<file path="src/rtl/puf_response_reader_pkg.sv">
// ---------------------------------------------------------------------------
// puf_response_reader_pkg : shared state encoding and sizing helpers
// Revision: 1.0
// ---------------------------------------------------------------------------
`default_nettype none

package puf_response_reader_pkg;

  typedef enum logic [2:0] {
    ST_IDLE    = 3'd0,
    ST_APPLY   = 3'd1,
    ST_LAUNCH  = 3'd2,
    ST_SAMPLE  = 3'd3,
    ST_RECOVER = 3'd4,
    ST_DONE    = 3'd5
  } puf_rd_state_t;

  localparam int SYNC_STAGES = 2;

  // Width of a counter that must hold the values 0..n without wrapping.
  function automatic int cnt_w(input int n);
    return (n < 1) ? 1 : $clog2(n + 1);
  endfunction

endpackage

`default_nettype wire

</file>
<file path="src/rtl/puf_response_reader_if.sv">
// ---------------------------------------------------------------------------
// puf_response_reader_if : challenge request and response handshake bundle
// Revision: 1.0
// ---------------------------------------------------------------------------
`default_nettype none

interface puf_response_reader_if #(
  parameter int CHAL_W = 64
);
  logic [CHAL_W-1:0] chal;
  logic              chal_valid;
  logic              chal_ready;
  logic              resp;
  logic              unstable;
  logic              resp_valid;
  logic              resp_ready;

  modport master (
    output chal, chal_valid, resp_ready,
    input  chal_ready, resp, unstable, resp_valid
  );

  modport slave (
    input  chal, chal_valid, resp_ready,
    output chal_ready, resp, unstable, resp_valid
  );
endinterface

`default_nettype wire

</file>
<file path="src/rtl/puf_response_reader_sync2.sv">
// ---------------------------------------------------------------------------
// puf_response_reader_sync2 : flop chain bringing the arbiter latch into clk
// Revision: 1.0
// ---------------------------------------------------------------------------
`default_nettype none

module puf_response_reader_sync2
  import puf_response_reader_pkg::*;
(
  input  logic clk,
  input  logic rst,
  input  logic d,
  output logic q
);

  logic [SYNC_STAGES-1:0] stages;

  always_ff @(posedge clk or posedge rst) begin
    if (rst) begin
      stages <= '0;
    end else begin
      stages <= {stages[SYNC_STAGES-2:0], d};
    end
  end

  assign q = stages[SYNC_STAGES-1];

endmodule

`default_nettype wire

</file>
<file path="src/rtl/puf_response_reader.sv">
// ---------------------------------------------------------------------------
// puf_response_reader : drives arbiter-PUF races and majority-votes the result
// Revision: 1.0
// ---------------------------------------------------------------------------
`default_nettype none

module puf_response_reader
  import puf_response_reader_pkg::*;
#(
  parameter int CHAL_W     = 64,
  parameter int SETTLE_CYC = 8,
  parameter int NUM_EVAL   = 7
) (
  input  logic                clk,
  input  logic                rst,
  puf_response_reader_if.slave bus,
  output logic [CHAL_W-1:0]   chain_sel,
  output logic                launch,
  input  logic                arb,
  output logic                busy
);

  localparam int SW = cnt_w(SETTLE_CYC);
  localparam int EW = cnt_w(NUM_EVAL);

  localparam logic [SW-1:0] SETTLE_LAST = SW'(SETTLE_CYC - 1);
  localparam logic [SW-1:0] SAMPLE_LAST = SW'(1);
  localparam logic [EW-1:0] EVAL_ALL    = EW'(NUM_EVAL);
  localparam logic [EW-1:0] EVAL_HALF   = EW'(NUM_EVAL / 2);

  if ((NUM_EVAL < 1) || ((NUM_EVAL % 2) == 0)) begin : g_bad_num_eval
    $error("puf_response_reader: NUM_EVAL must be odd and >= 1");
  end
  if (SETTLE_CYC < 1) begin : g_bad_settle
    $error("puf_response_reader: SETTLE_CYC must be >= 1");
  end

  puf_rd_state_t state;
  logic [SW-1:0] settle_cnt;
  logic [EW-1:0] ones_cnt;
  logic [EW-1:0] eval_cnt;
  logic [EW-1:0] eval_nxt;
  logic          arb_sync;

  puf_response_reader_sync2 u_sync (
    .clk (clk),
    .rst (rst),
    .d   (arb),
    .q   (arb_sync)
  );

  assign eval_nxt = eval_cnt + EW'(1);

  always_ff @(posedge clk or posedge rst) begin
    if (rst) begin
      state          <= ST_IDLE;
      chain_sel      <= '0;
      launch         <= 1'b0;
      busy           <= 1'b0;
      settle_cnt     <= '0;
      ones_cnt       <= '0;
      eval_cnt       <= '0;
      bus.chal_ready <= 1'b0;
      bus.resp       <= 1'b0;
      bus.unstable   <= 1'b0;
      bus.resp_valid <= 1'b0;
    end else begin
      case (state)
        ST_IDLE: begin
          bus.chal_ready <= 1'b1;
          if (bus.chal_valid && bus.chal_ready) begin
            chain_sel      <= bus.chal;
            ones_cnt       <= '0;
            eval_cnt       <= '0;
            busy           <= 1'b1;
            bus.chal_ready <= 1'b0;
            state          <= ST_APPLY;
          end
        end

        ST_APPLY: begin
          settle_cnt <= '0;
          launch     <= 1'b1;
          state      <= ST_LAUNCH;
        end

        ST_LAUNCH: begin
          if (settle_cnt == SETTLE_LAST) begin
            settle_cnt <= '0;
            state      <= ST_SAMPLE;
          end else begin
            settle_cnt <= settle_cnt + SW'(1);
          end
        end

        // launch stays high here so the race result has crossed the synchroniser
        ST_SAMPLE: begin
          if (settle_cnt == SAMPLE_LAST) begin
            ones_cnt   <= ones_cnt + EW'(arb_sync);
            settle_cnt <= '0;
            launch     <= 1'b0;
            state      <= ST_RECOVER;
          end else begin
            settle_cnt <= settle_cnt + SW'(1);
          end
        end

        ST_RECOVER: begin
          if (settle_cnt == SETTLE_LAST) begin
            settle_cnt <= '0;
            eval_cnt   <= eval_nxt;
            if (eval_nxt == EVAL_ALL) begin
              bus.resp       <= (ones_cnt > EVAL_HALF);
              bus.unstable   <= (ones_cnt != '0) && (ones_cnt != EVAL_ALL);
              bus.resp_valid <= 1'b1;
              state          <= ST_DONE;
            end else begin
              launch <= 1'b1;
              state  <= ST_LAUNCH;
            end
          end else begin
            settle_cnt <= settle_cnt + SW'(1);
          end
        end

        // Ready is raised on exit so the next challenge can be taken one cycle later
        ST_DONE: begin
          if (bus.resp_ready) begin
            bus.resp_valid <= 1'b0;
            bus.chal_ready <= 1'b1;
            busy           <= 1'b0;
            state          <= ST_IDLE;
          end
        end

        default: begin
          launch <= 1'b0;
          state  <= ST_IDLE;
        end
      endcase
    end
  end

endmodule

`default_nettype wire

</file>
<file path="src/flat_wrapper.sv">
// flat-port wrapper written by rule: the top's interface ports become plain ports
module puf_response_reader_flat import puf_response_reader_pkg::*;
#(
  parameter int CHAL_W     = 64,
  parameter int SETTLE_CYC = 8,
  parameter int NUM_EVAL   = 7
)
  (clk, rst, chain_sel, launch, arb, busy, bus_chal, bus_chal_valid, bus_resp_ready, bus_chal_ready, bus_resp, bus_unstable, bus_resp_valid);
  puf_response_reader_if #(.CHAL_W(CHAL_W)) bus_i ();
  input  logic clk;
  input  logic rst;
  output logic [CHAL_W-1:0] chain_sel;
  output logic launch;
  input  logic arb;
  output logic busy;
  input wire logic [$bits(bus_i.chal)-1:0] bus_chal;
  input wire logic [$bits(bus_i.chal_valid)-1:0] bus_chal_valid;
  input wire logic [$bits(bus_i.resp_ready)-1:0] bus_resp_ready;
  output wire logic [$bits(bus_i.chal_ready)-1:0] bus_chal_ready;
  output wire logic [$bits(bus_i.resp)-1:0] bus_resp;
  output wire logic [$bits(bus_i.unstable)-1:0] bus_unstable;
  output wire logic [$bits(bus_i.resp_valid)-1:0] bus_resp_valid;
  assign bus_i.chal = bus_chal;
  assign bus_i.chal_valid = bus_chal_valid;
  assign bus_i.resp_ready = bus_resp_ready;
  assign bus_chal_ready = bus_i.chal_ready;
  assign bus_resp = bus_i.resp;
  assign bus_unstable = bus_i.unstable;
  assign bus_resp_valid = bus_i.resp_valid;
  puf_response_reader #(.CHAL_W(CHAL_W), .SETTLE_CYC(SETTLE_CYC), .NUM_EVAL(NUM_EVAL)) u_core (.clk(clk), .rst(rst), .bus(bus_i), .chain_sel(chain_sel), .launch(launch), .arb(arb), .busy(busy));
endmodule
</file>
<file path="config.mk">
export PLATFORM = sky130hd
export DESIGN_NAME = puf_response_reader_flat
export DESIGN_NICKNAME = d
export VERILOG_FILES = /design/src/rtl/puf_response_reader_pkg.sv /design/src/rtl/puf_response_reader_if.sv /design/src/rtl/puf_response_reader_sync2.sv /design/src/rtl/puf_response_reader.sv /design/src/flat_wrapper.sv
export SDC_FILE = /design/constraint.sdc
export NUM_CORES = 1
export LEC_CHECK = 0
export ABC_AREA = 1
export CAP_MARGIN = 0
export CORE_UTILIZATION = 35
export DETAILED_ROUTE_END_ITERATION = 10
export HOLD_SLACK_MARGIN = 0.03
export PLACE_DENSITY_LB_ADDON = 0.05
export SYNTH_ARGS = -nofsm -noshare
export SYNTH_HDL_FRONTEND = slang
export SYNTH_SLANG_ARGS = --single-unit
</file>
<file path="constraint.sdc">
create_clock -name clk -period 2.7 [get_ports clk]
set_input_delay 0.405 -clock clk [delete_from_list [all_inputs] [get_ports clk]]
set_output_delay 0.405 -clock clk [all_outputs]
set_load 0.1 [all_outputs]
</file>
==> After elaboration in Yosys (flattened, before gate mapping) <==
Cells that the tools add are included.
{ "classes": {"bitwise_logic": 1, "add_sub_neg": 3, "magnitude_cmp": 1, "reduce_logical": 20, "eq_ne": 16, "muxes": 28} }
{ "op_table": {"columns": ["op", "n"], "rows": [
  ["two-way mux 3 bit", 9],
  ["one-hot mux 3 bit (6 select lines)", 1],
  ["one-hot mux 3 bit (2 select lines)", 2],
  ["one-hot mux 4 bit (3 select lines)", 1],
  ["AND reduction 3 bit", 4],
  ["!= test 2 x 1 -> 1 bit, second input constant", 5],
  ["== test 3 bit, second input constant", 3],
  ["two-way mux 1 bit", 9],
  ["two-way mux 4 bit", 2],
  ["AND reduction 4 bit", 2],
  ["nonzero test 2 bit", 4],
  ["== test 3 x 2 -> 1 bit, second input constant", 2],
  ["one-hot mux 1 bit (2 select lines)", 3],
  ["nonzero test 3 bit", 2],
  ["AND reduction 5 bit", 1],
  ["adder 4 x 1 -> 4 bit, second input constant", 1],
  ["== test 4 x 1 -> 1 bit, second input constant", 1],
  ["== test 4 x 3 -> 1 bit, second input constant", 1],
  ["!= test 2 bit, second input constant", 2],
  ["one-hot mux 1 bit (4 select lines)", 1],
  ["AND reduction 2 bit", 2],
  ["adder 3 x 1 -> 3 bit", 1],
  ["adder 3 x 1 -> 3 bit, second input constant", 1],
  ["== test 3 x 1 -> 1 bit, second input constant", 1],
  ["7 further kinds", 8]
]} }
{ "totals": {"output_inout_bits": 70, "register_bits": 85} }

==> Depth between registers and ports, before layout <==
Gate-level depths: netlist (run 1).
{ "depth": {"depth_word": 5, "depth_mapped": 9, "ltp_nobuf": 9} }

==> Modules after synthesis <==
From an unflattened synthesis (run 1), not the netlist that was laid out.
{ "hier_totals": {"cells_unflattened": 438, "hier_area_um2": 3666.0} }
{ "modules_own_cells": {"columns": ["mod", "seq_area_each_um2", "area_each_um2", "cells_each", "instances"], "rows": [
  ["puf_response_reader", 2077.0, 3612.2, 435, 1],
  ["puf_response_reader_sync2", 50.0, 53.8, 3, 1]
]} }

==> Worst setup path before layout (run 1) <==
OpenSTA, ideal clock, no wires.
{ "synth_timing": {"kind": "register to register", "start": "reg u_core.bus.chal_ready", "end": "reg u_core.chain_sel[0]", "required_time_ns": 2.580, "period_less_slack_ns": 1.792, "setup_ns": 0.120, "path_stages_with_launch": 6, "t_arrival_ns": 1.672, "setup_slack_ns": 0.908, "path_cell_list": "dfrtp_1 > nand4_2 > buf_4 > buf_2 > nand2_1 > nand2_1"} }
{ "synth_between": {"elab_chain_cells": 2} }
{ "synth_lines": {"columns": ["element", "line_no", "source"], "rows": [
  ["start: declaration", "puf_response_reader_if.sv:25", "output chal_ready, resp, unstable, resp_valid"],
  ["start signal: assignment", "puf_response_reader.sv:63", "bus.chal_ready <= 1'b0;"],
  ["start signal: assignment", "puf_response_reader.sv:70", "bus.chal_ready <= 1'b1;"],
  ["start signal: assignment", "puf_response_reader.sv:76", "bus.chal_ready <= 1'b0;"],
  ["logical AND 1 bit", "puf_response_reader.sv:71", "if (bus.chal_valid && bus.chal_ready) begin"],
  ["AND reduction 2 bit (no source line)", null, null],
  ["end signal: assignment", "puf_response_reader.sv:72", "chain_sel <= bus.chal;"],
  ["end: declaration", "puf_response_reader.sv:17", "output logic [CHAL_W-1:0] chain_sel,"]
]} }
Every way passes these cells.
A chain may end at the register's enable or synchronous reset.

==> Worst setup path after layout (run 1) <==
{ "layout_timing": {"start": "reg u_core.state[2]", "end": "reg u_core.chain_sel[23]"} }
{ "layout_between": {"elab_chain_cells": 2} }
{ "layout_lines": {"columns": ["element", "line_no", "source"], "rows": [
  ["start: declaration", "puf_response_reader.sv:38", "puf_rd_state_t state;"],
  ["start signal: assignment", "puf_response_reader.sv:56", "state <= ST_IDLE;"],
  ["start signal: assignment", "puf_response_reader.sv:77", "state <= ST_APPLY;"],
  ["start signal: assignment", "puf_response_reader.sv:84", "state <= ST_LAUNCH;"],
  ["zero test 3 bit", "puf_response_reader.sv:68", "case (state)"],
  ["AND reduction 2 bit (no source line)", null, null]
]} }
Every way passes these cells.

==> summary.md, run 1 <==
| Metric | Value |
|---|---|
| Slew margin rel. | 0.526 |
| Final Cell Area | about 0.0052 mm^2 |
| CTS tree | done |
| Buffers on Ports | ~140 |
| CTS sink cnt | 85 |
| Synth top area cells | dfrtp_1, nand2_1, nand3_1 |
| Clock Tree Buf Depth | 2 |
| H-tree depth | 3 |
| Die ar. | roughly 0.011 mm^2 |
| Slew @ Worst Pin | ~700 ps |
| Worst-Skew Late Latency | 340 ps |
| Non-Filler Instances | between 700 and 800 |
| Placed inst area | roughly 0.0050 mm^2 |
| Share of cells above drive strength 1 | 0.176 |
| Gr ovfl total | 0 |
| Post-CTS sizing | 0 |
| Initial core utilization | 0.365 |
| Synthesized area per cell | about 8.4 um^2 |
| Tmin final | around 1700 ps |
| Clock Tree Root | clkbuf_8 |
| I/O Pins | around 140 |
| F_max | between 0.5 and 0.6 GHz |
| Fin crit share | 0.633 |
| CORE AREA | about 0.01 mm^2 |
| RSZ-0062 raised after global routing | no |
| Worst setup SP type | flop |
| Gr usage total | 0.169 |
| Pre-antenna DRT Iters | 4 |
| # DRC | 0 |
| # Max-Cap Violations | 0 |
| Crit-path cells | inv_2 -> nand4_4 -> buf_4 -> buf_4 -> nand2_1 -> nand2_1 |
| Top delay family on crit path | buffers and inverters |
| Storage element area | about 0.0021 mm^2 |
| Final number of hold-violating endpoints | 0 |
| Crit path max fanout | 37 |
| DP Wirelength | approximately 6000 um |
| Clock transition at path regs | roughly 90 ps |
| Multi-input logic area | about 0.0013 mm^2 |
| Synthesized area | between 0.003 and 0.004 mm^2 |
| Num CTS Buffers | 9 |
| Cell taking the most area after synthesis | dfrtp_1 |
| Syn_nets | 504 |
| Setup ws final | roughly 990 ps |
| Arrival time at the worst endpoint | 1990 ps |
| Simple-Gate Fraction of Synth Area | 0.316 |
| Post-synthesis mux area share | 0 |
| Hold buffer count at CTS | 0 |
| Top-area cell type share of the netlist area | 0.588 |
| DR vias | 3078 |
| Post-Syn Instances | between 400 and 500 |
| Fin Setup TNS | 0 ps |
| Nets | ~650 |
| Synth cell types | 20 |
| Clock Skew | around 8 ps |
| Critical Setup Path Class | reg -> reg |
| Largest net degree at the start of global routing | between 40 and 50 |
| Seq/Total Area, Yosys | 0.588 |
| Final setup vio count | 0 |
| Synthesized flop and latch total | 85 |
| Die Span Y | between 100 and 150 um |
| Post-place setup slack | 683 ps |
| Synth warn | 0 |
| Hold Path Class | reg -> reg |
| Worst Path Required | ~3000 ps |
| Max-slew violations | 0 |
| Initial antenna violation count | 0 |
| DR iter-0 viols | ~100 |
| Setup bufs post-CTS | 0 |
| Largest family of logic cells by synthesized area | simple AND/OR/NAND/NOR gates |
| Synthesized-area fraction occupied by xor and xnor cells | 0.00727 |
| ANT nets after route | 0 |
| Number of global-route vias before repair | around 3.0k |
| Die X | around 100 um |
| Max incr delay on CP | around 480 ps |
| Vias per Instance | between 4 and 5 |
| Fill count | 960 |
| DR WL/cell | around 12 um |
| CP Buf/Inv Count | 3 |
| Synth Area in Compound Gates | 0.0232 |
| FP Rows | 36 |
| Cell count after placement | 692 |
| Area growth from synthesis to layout | 43.5% |
| Routability cong. | 0.762 |
| Synth Area in Adders | 0.0208 |
| Crit. End Element | flop |
| Drt total wl | between 8000 and 9000 um |
| Status | completed |
| Slowest CP cell | dfrtp_1 |
| First-pass GRT wire length | 14600 um |
| ANT cells | 0 |
logic make-up (layout without fill, tap and decap cells):
family	Yosys count	after routing
flip-flops	85	85
buffers and inverters	33	179
AND/OR/NAND/NOR	288	288
XOR/XNOR	3	3
adder cells (fa/ha/maj)	6	6
AO/OA/AOI/OAI	14	14
per-stage QoR:
| step | util | hold slack [ps] |
|---|---|---|
| global route | 0.523 | 383 |
| detailed placement | 0.502 | 349 |
| floorplan | - | 331 |
| CTS | 0.523 | 368 |
| finish | 0.523 | 363 |
| global placement | 0.502 | 339 |
path summary, 6_finish.rpt:
path                            slack [ps]  cells after the start                      end                    start
max in group asynchronous             1560                      3      u_core.chain_sel[2]                      rst
worst max register to register         990                      6     u_core.chain_sel[23]          u_core.state[2]
worst max-delay path                   990                      6     u_core.chain_sel[23]          u_core.state[2]
worst min-delay path                   360                      0  u_core.u_sync.stages[1]  u_core.u_sync.stages[0]
min in group asynchronous              460                      2     u_core.chain_sel[22]                      rst
worst min register to register         360                      0  u_core.u_sync.stages[1]  u_core.u_sync.stages[0]
layout make-up:
class                   instances  share of cell area
inverters                      19              0.0140
multi-input cells             311               0.258
flip-flops and latches         85               0.410
clock buffers                  11              0.0273
well taps                     133              0.0321
repair buffers                144               0.246
clock inverters                 5              0.0128
synthesized netlist by cell type, drive strengths merged:
cell    number
nand3b       1
o21a         1
dfrtp       85
a21oi        1
inv         19
nand4        1
nand2      252
ha           6
xor2         3
buf         13
o21ai       12
nor2        13
clkbuf       1
nand3       21
state kept, by name, indices dropped and copies added, names as in the netlist:
register,flops
u_core.bus.resp,1
u_core.bus.resp_valid,1
u_core.state,3
u_core.bus.unstable,1
u_core.u_sync.stages,2
u_core.bus.chal_ready,1
u_core.launch,1
u_core.chain_sel,64
u_core.busy,1
u_core.settle_cnt,4
u_core.eval_cnt,3
u_core.ones_cnt,3
routing by layer:
layer	vias to the layer above	routed length, um	GRT usage
met1	1385	3930	0.218
li1	1587	-	-
met2	96	3960	0.271
met5	-	0	0
met4	0	98	0.0497
met3	10	610	0.0548
cell usage in the layout, fill, tap and decap left out, drive strengths merged:
cell and n:
a21oi 1, buf 76, bufinv 1, clkbuf 11, clkdlybuf4s50 68, clkinv 2
clkinvlp 1, dfrtp 85, ha 6, inv 20, nand2 252, nand3 21
nand3b 1, nand4 1, nor2 13, o21a 1, o21ai 12, xor2 3
Power of run 1 is left out: the tool's default activity adds up to more than one toggle a clock period on the data nets, which glitch-free logic cannot reach.
==> run 2: changes to the inputs <==
- clock period: 2.7 -> 1.5 ns (I/O delays scaled with it)
==> summary.md, run 2 (synthesized netlist as in run 1, its figures left out) <==
| Metric | Value |
|---|---|
| Status | completed |
| FP Rows | 36 (unchanged) |
| Reg2reg end | u_core.state[1] |
| Drt total wl | 9430 um (+9.7%) |
| DR WL/cell | 13.2 um (+8.4%) |
| Gr usage total | 0.183 (+0.0136) |
| Top delay family on crit path | simple AND/OR/NAND/NOR gates |
| Clock Skew | 7.66 ps (-0.358 ps) |
| Max incr delay on CP | 390 ps (-90 ps) |
| H-tree depth | 3 (unchanged) |
| Routability cong. | 0.825 (+8.2%) |
| Share of cells above drive strength 1 | 0.197 (+0.0216) |
| Crit. End Element | flop |
| Leading registers by flop count | u_core.chain_sel x64, u_core.settle_cnt x4 |
| Crit-path cells | buf_4 -> ha_1 -> nand2_1 -> nand2_2 -> nand2_1 -> nand2_4 -> nand3_1 -> nand2_1 |
| Commonest cells after routing, fill and taps aside | nand2_1, dfrtp_1, buf_12 |
| Arrival time at the worst endpoint | 1670 ps (-320 ps) |
| Crit path max fanout | 7 (-81%) |
| Initial antenna violation count | 0 (unchanged) |
| Fill count | 858 (-11%) |
| Critical Setup Path Class | reg -> reg |
| Tmin final | 1420 ps (-286 ps) |
| Final Cell Area | 0.00614 mm^2 (+18%) |
| Max-slew violations | 0 (unchanged) |
| Fin crit share | 0.949 (+0.316) |
| Setup bufs post-CTS | 0 (unchanged) |
| CP Buf/Inv Count | 1 (-2) |
| Reg with most FFs | u_core.chain_sel |
| Vias per Instance | 4.50 (+3.4%) |
| # DRC | 0 (unchanged) |
| Worst Path Required | 1740 ps (-1240 ps) |
| Slew margin rel. | 0.747 (+0.221) |
| Slowest CP cell | dfrtp_1 |
| CP dominant cell by count | nand2_1 |
| ANT cells | 0 (unchanged) |
| Num CTS Buffers | 9 (unchanged) |
| Slew @ Worst Pin | 378 ps (-331 ps) |
| # Max-Cap Violations | 0 (unchanged) |
| CTS tree | done |
| First-pass GRT wire length | 15500 um (+5.8%) |
| CTS sink cnt | 85 (unchanged) |
| CORE AREA | 0.00991 mm^2 (unchanged) |
| Largest net degree at the start of global routing | 64 (+31%) |
| Buffers on Ports | 138 (unchanged) |
| Max reg flops | 64 (unchanged) |
| Worst-Skew Late Latency | 360 ps (+20 ps) |
| Die ar. | 0.0107 mm^2 (unchanged) |
| Number of global-route vias before repair | 3173 (+6.4%) |
| DR iter-0 viols | 84 (-15%) |
| Die X | 104 um (unchanged) |
| Final setup vio count | 0 (unchanged) |
| ANT nets after route | 0 (unchanged) |
| Die Span Y | 104 um (unchanged) |
| Clock transition at path regs | 80 ps (about the same) |
| Worst R2R Path Depth | 8 (+2) |
| Clock Tree Buf Depth | 2 (unchanged) |
| F_max | 0.702 GHz (+20%) |
| Nets | 653 (+1.2%) |
| Most common cell after layout, fill and taps aside | nand2_1 |
| Pre-antenna DRT Iters | 4 (unchanged) |
| RSZ-0062 raised after global routing | no |
| Initial core utilization | 0.365 (unchanged) |
| Reg-to-Reg Start | u_core.settle_cnt[0] |
| Hold Path Class | in -> async |
| Cell count after placement | 700 (+1.2%) |
| Clock Tree Root | clkbuf_8 |
| Final number of hold-violating endpoints | 0 (unchanged) |
| Gr ovfl total | 0 (unchanged) |
| Worst setup SP type | flop |
| Non-Filler Instances | 716 (+1.1%) |
| R2r setup slk | 80 ps (-910 ps) |
| Placed inst area | 0.00594 mm^2 (+19%) |
| DP Wirelength | 6820 um (+10%) |
| I/O Pins | 139 (unchanged) |
| Area growth from synthesis to layout | 70.0% |
| DR vias | 3220 (+4.6%) |
## run 2: cell type report
| type | instances | area [um^2] | area share |
|---|---|---|---|
| inverters | 19 | 75.1 | 0.0122 |
| well taps | 133 | 166 | 0.0271 |
| multi-input cells | 311 | 1360 | 0.221 |
| clock inverters | 4 | 22.5 | 0.00367 |
| flip-flops and latches | 85 | 2130 | 0.346 |
| clock buffers | 12 | 155 | 0.0252 |
| repair buffers | 152 | 2240 | 0.364 |
## run 2: routing by layer
layer  vias up  GRT usage  part of all wire
met5         -          0                 0
met4         0     0.0839             0.019
met3        12     0.0724             0.088
met2        97      0.290              0.48
met1      1502      0.218              0.42
li1       1609          -                 -
## run 2: worst max-delay path by stage
stage / from / endpoint / slack (ps) / cells past startpoint
after detailed placement: bus_chal_valid / u_core.chain_sel[46] / -40 / 6
after floorplan: u_core.bus.chal_ready / u_core.chain_sel[0] / 20 / 5
after global routing: u_core.settle_cnt[0] / u_core.eval_cnt[0] / 0.9 / 8
final: u_core.settle_cnt[0] / u_core.state[1] / 80 / 8
after CTS: u_core.settle_cnt[0] / u_core.state[2] / 60 / 9
after global placement: bus_chal_valid / u_core.chain_sel[60] / 20 / 6
## run 2: repair_timing
action | CTS | global route
gates resized for setup | 1 | 7
hold endpoints to repair | 0 | 0
hold buffers | 0 | 0
setup endpoints to repair | 1 | 13
## run 2: per-stage QoR
stage               utilization  hold WS (ps)  setup TNS [ps]  setup slack (ps)
floorplan                     -           256               0              23.0
global placement          0.600           343               0              18.5
detailed placement        0.600           335            -627             -35.4
CTS                       0.618           201               0              61.0
global route              0.620           227               0             0.904
finish                    0.620           203               0              76.3
Power of run 2 is left out for the same reason.
==> run 3: changes to the inputs <==
- CELL_PAD_IN_SITES_DETAIL_PLACEMENT: default -> 1
- CELL_PAD_IN_SITES_GLOBAL_PLACEMENT: default -> 1
- CORE_ASPECT_RATIO: default -> 1.75
- CORE_UTILIZATION: 35 -> 28
==> summary.md, run 3 (synthesized netlist as in run 1, its figures left out) <==
| Metric | Value |
|---|---|
| Status | completed |
| I/O Pins | 139 (unchanged) |
| Slew @ Worst Pin | 306 ps (-71.9 ps) |
| Reg with most FFs | u_core.chain_sel |
| Arrival time at the worst endpoint | 1700 ps (+30 ps) |
| Final setup vio count | 0 (unchanged) |
| Multi-input logic area | 0.00139 mm^2 (+1.8%) |
| Gr ovfl total | 0 (unchanged) |
| Slew margin rel. | 0.796 (+0.0484) |
| Number of global-route vias before repair | 3730 (+18%) |
| Reg-to-Reg Start | u_core.settle_cnt[0] |
| Die Span Y | 152 um (+47%) |
| Vias per Instance | 4.40 (-2.1%) |
| # Max-Cap Violations | 0 (unchanged) |
| Clock Skew | 7.13 ps (-0.528 ps) |
| ANT cells | 0 (unchanged) |
| DR vias | 3315 (+3.0%) |
| CTS sink cnt | 85 (unchanged) |
| Tmin final | 1450 ps (+21.5 ps) |
| Num CTS Buffers | 9 (unchanged) |
| CORE AREA | 0.0125 mm^2 (+26%) |
| H-tree depth | 3 (unchanged) |
| FP Rows | 54 (+50%) |
| Hold buffer count at CTS | 0 (unchanged) |
| Final number of hold-violating endpoints | 0 (unchanged) |
| Critical Setup Path Class | reg -> reg |
| Min Hold Slack | 327 ps (+124 ps) |
| Hold Path Class | in -> async |
| F_max | 0.692 GHz (-1.5%) |
| Worst setup SP type | flop |
| Max-slew violations | 0 (unchanged) |
| Routability cong. | 0.790 (-4.1%) |
| Leading registers by flop count | u_core.chain_sel x64, u_core.settle_cnt x4 |
| Clock Tree Root | clkbuf_16 |
| Cell count after placement | 735 (+5.0%) |
| DR WL/cell | 14.7 um (+12%) |
| Pre-antenna DRT Iters | 4 (unchanged) |
| Drt total wl | 11100 um (+18%) |
| Clock Tree Buf Depth | 2 (unchanged) |
| Worst-Skew Late Latency | 330 ps (-30 ps) |
| Crit. End Element | flop |
| Nets | 655 (+0.31%) |
| Clock transition at path regs | 60 ps (-20 ps) |
| Buffers on Ports | 138 (unchanged) |
| Area growth from synthesis to layout | 78.0% |
| Non-Filler Instances | 753 (+5.2%) |
| Share of cells above drive strength 1 | 0.222 (+0.0250) |
| Fin crit share | 0.963 (+0.0144) |
| ANT nets after route | 0 (unchanged) |
| # DRC | 0 (unchanged) |
| Start point of the critical path | u_core.settle_cnt[0] |
| First-pass GRT wire length | 18400 um (+19%) |
| CTS tree | done |
| Storage element area | 0.00213 mm^2 (about the same) |
| DP Wirelength | 8400 um (+23%) |
| Die X | 87.9 um (-15%) |
| Largest net degree at the start of global routing | 47 (-27%) |
| Commonest cells after routing, fill and taps aside | nand2_1, dfrtp_1, buf_12 |
| DR iter-0 viols | 134 (+60%) |
| Initial antenna violation count | 0 (unchanged) |
| Fill count | 1381 (+61%) |
| Crit path max fanout | 5 (-2) |
| Max reg flops | 64 (unchanged) |
| Worst Path Required | 1760 ps (+20 ps) |
| Gr usage total | 0.181 (-0.00235) |
| Initial core utilization | 0.289 (-0.0756) |
| Die ar. | 0.0134 mm^2 (+25%) |
| Most common cell after layout, fill and taps aside | nand2_1 |
-- run 3: cell types whose count changed in the layout (fill, tap and decap cells not counted), sizes merged --
cell | previous run | this run
bufinv | 0 | 3
clkbuf | 12 | 11
clkinv | 3 | 1
buf | 84 | 86
-- run 3: what timing repair did --
| action | in CTS | in global routing |
|---|---|---|
| resized for setup | 1 | 20 |
| endpoints found under the setup margin | 1 | 48 |
| cloned | 0 | 0 |
| pin swaps | 0 | 3 |
| buffers inserted | 0 | 2 |
-- run 3: final timing paths --
| path | slack (ps) | cells past startpoint | endpoint |
|---|---|---|---|
| min | 330 | 3 | u_core.chain_sel[0] |
| min reg2reg | 350 | 0 | u_core.u_sync.stages[1] |
| max in group asynchronous | 910 | 3 | u_core.state[2] |
| max reg2reg | 50 | 8 | u_core.settle_cnt[3] |
| max | 50 | 8 | u_core.settle_cnt[3] |
| min in group clk | 350 | 0 | u_core.u_sync.stages[1] |
-- run 3: area by class of cell --
class	count	share of cell area
repair buffers	154	0.353
inverters	19	0.0121
well taps	168	0.0327
clock buffers	11	0.0393
flip-flops and latches	85	0.331
multi-input cells	311	0.215
clock inverters	5	0.0165
-- run 3: worst max-delay path: stages, from the launching register on --
cell,delay (ps)
dfrtp_1,390
buf_4,150
ha_1,200
nand2_2,100
nand2_2,80
nand2_2,90
nand2_4,90
buf_12,140
o21ai_2,130
-- run 3: per-stage QoR --
stage	cell area (um^2)	setup TNS, ps	setup slack [ps]	util
4_1_cts	6350	0	26.2	0.508
2_1_floorplan	3620	0	23.0	-
6_report	6430	0	54.8	0.515
3_3_place_gp	5990	-1200	-42.4	0.479
5_1_grt	6430	-30.0	-12.2	0.515
3_5_place_dp	5990	-2590	-80.0	0.479
-- run 3: routing by layer --
layer / track usage / routed length (um)
met3: 0.0520 / 599
met5: 0 / 0
met2: 0.345 / 6570
met4: 0.0492 / 118
met1: 0.183 / 3820
Power of run 3 is left out for the same reason.
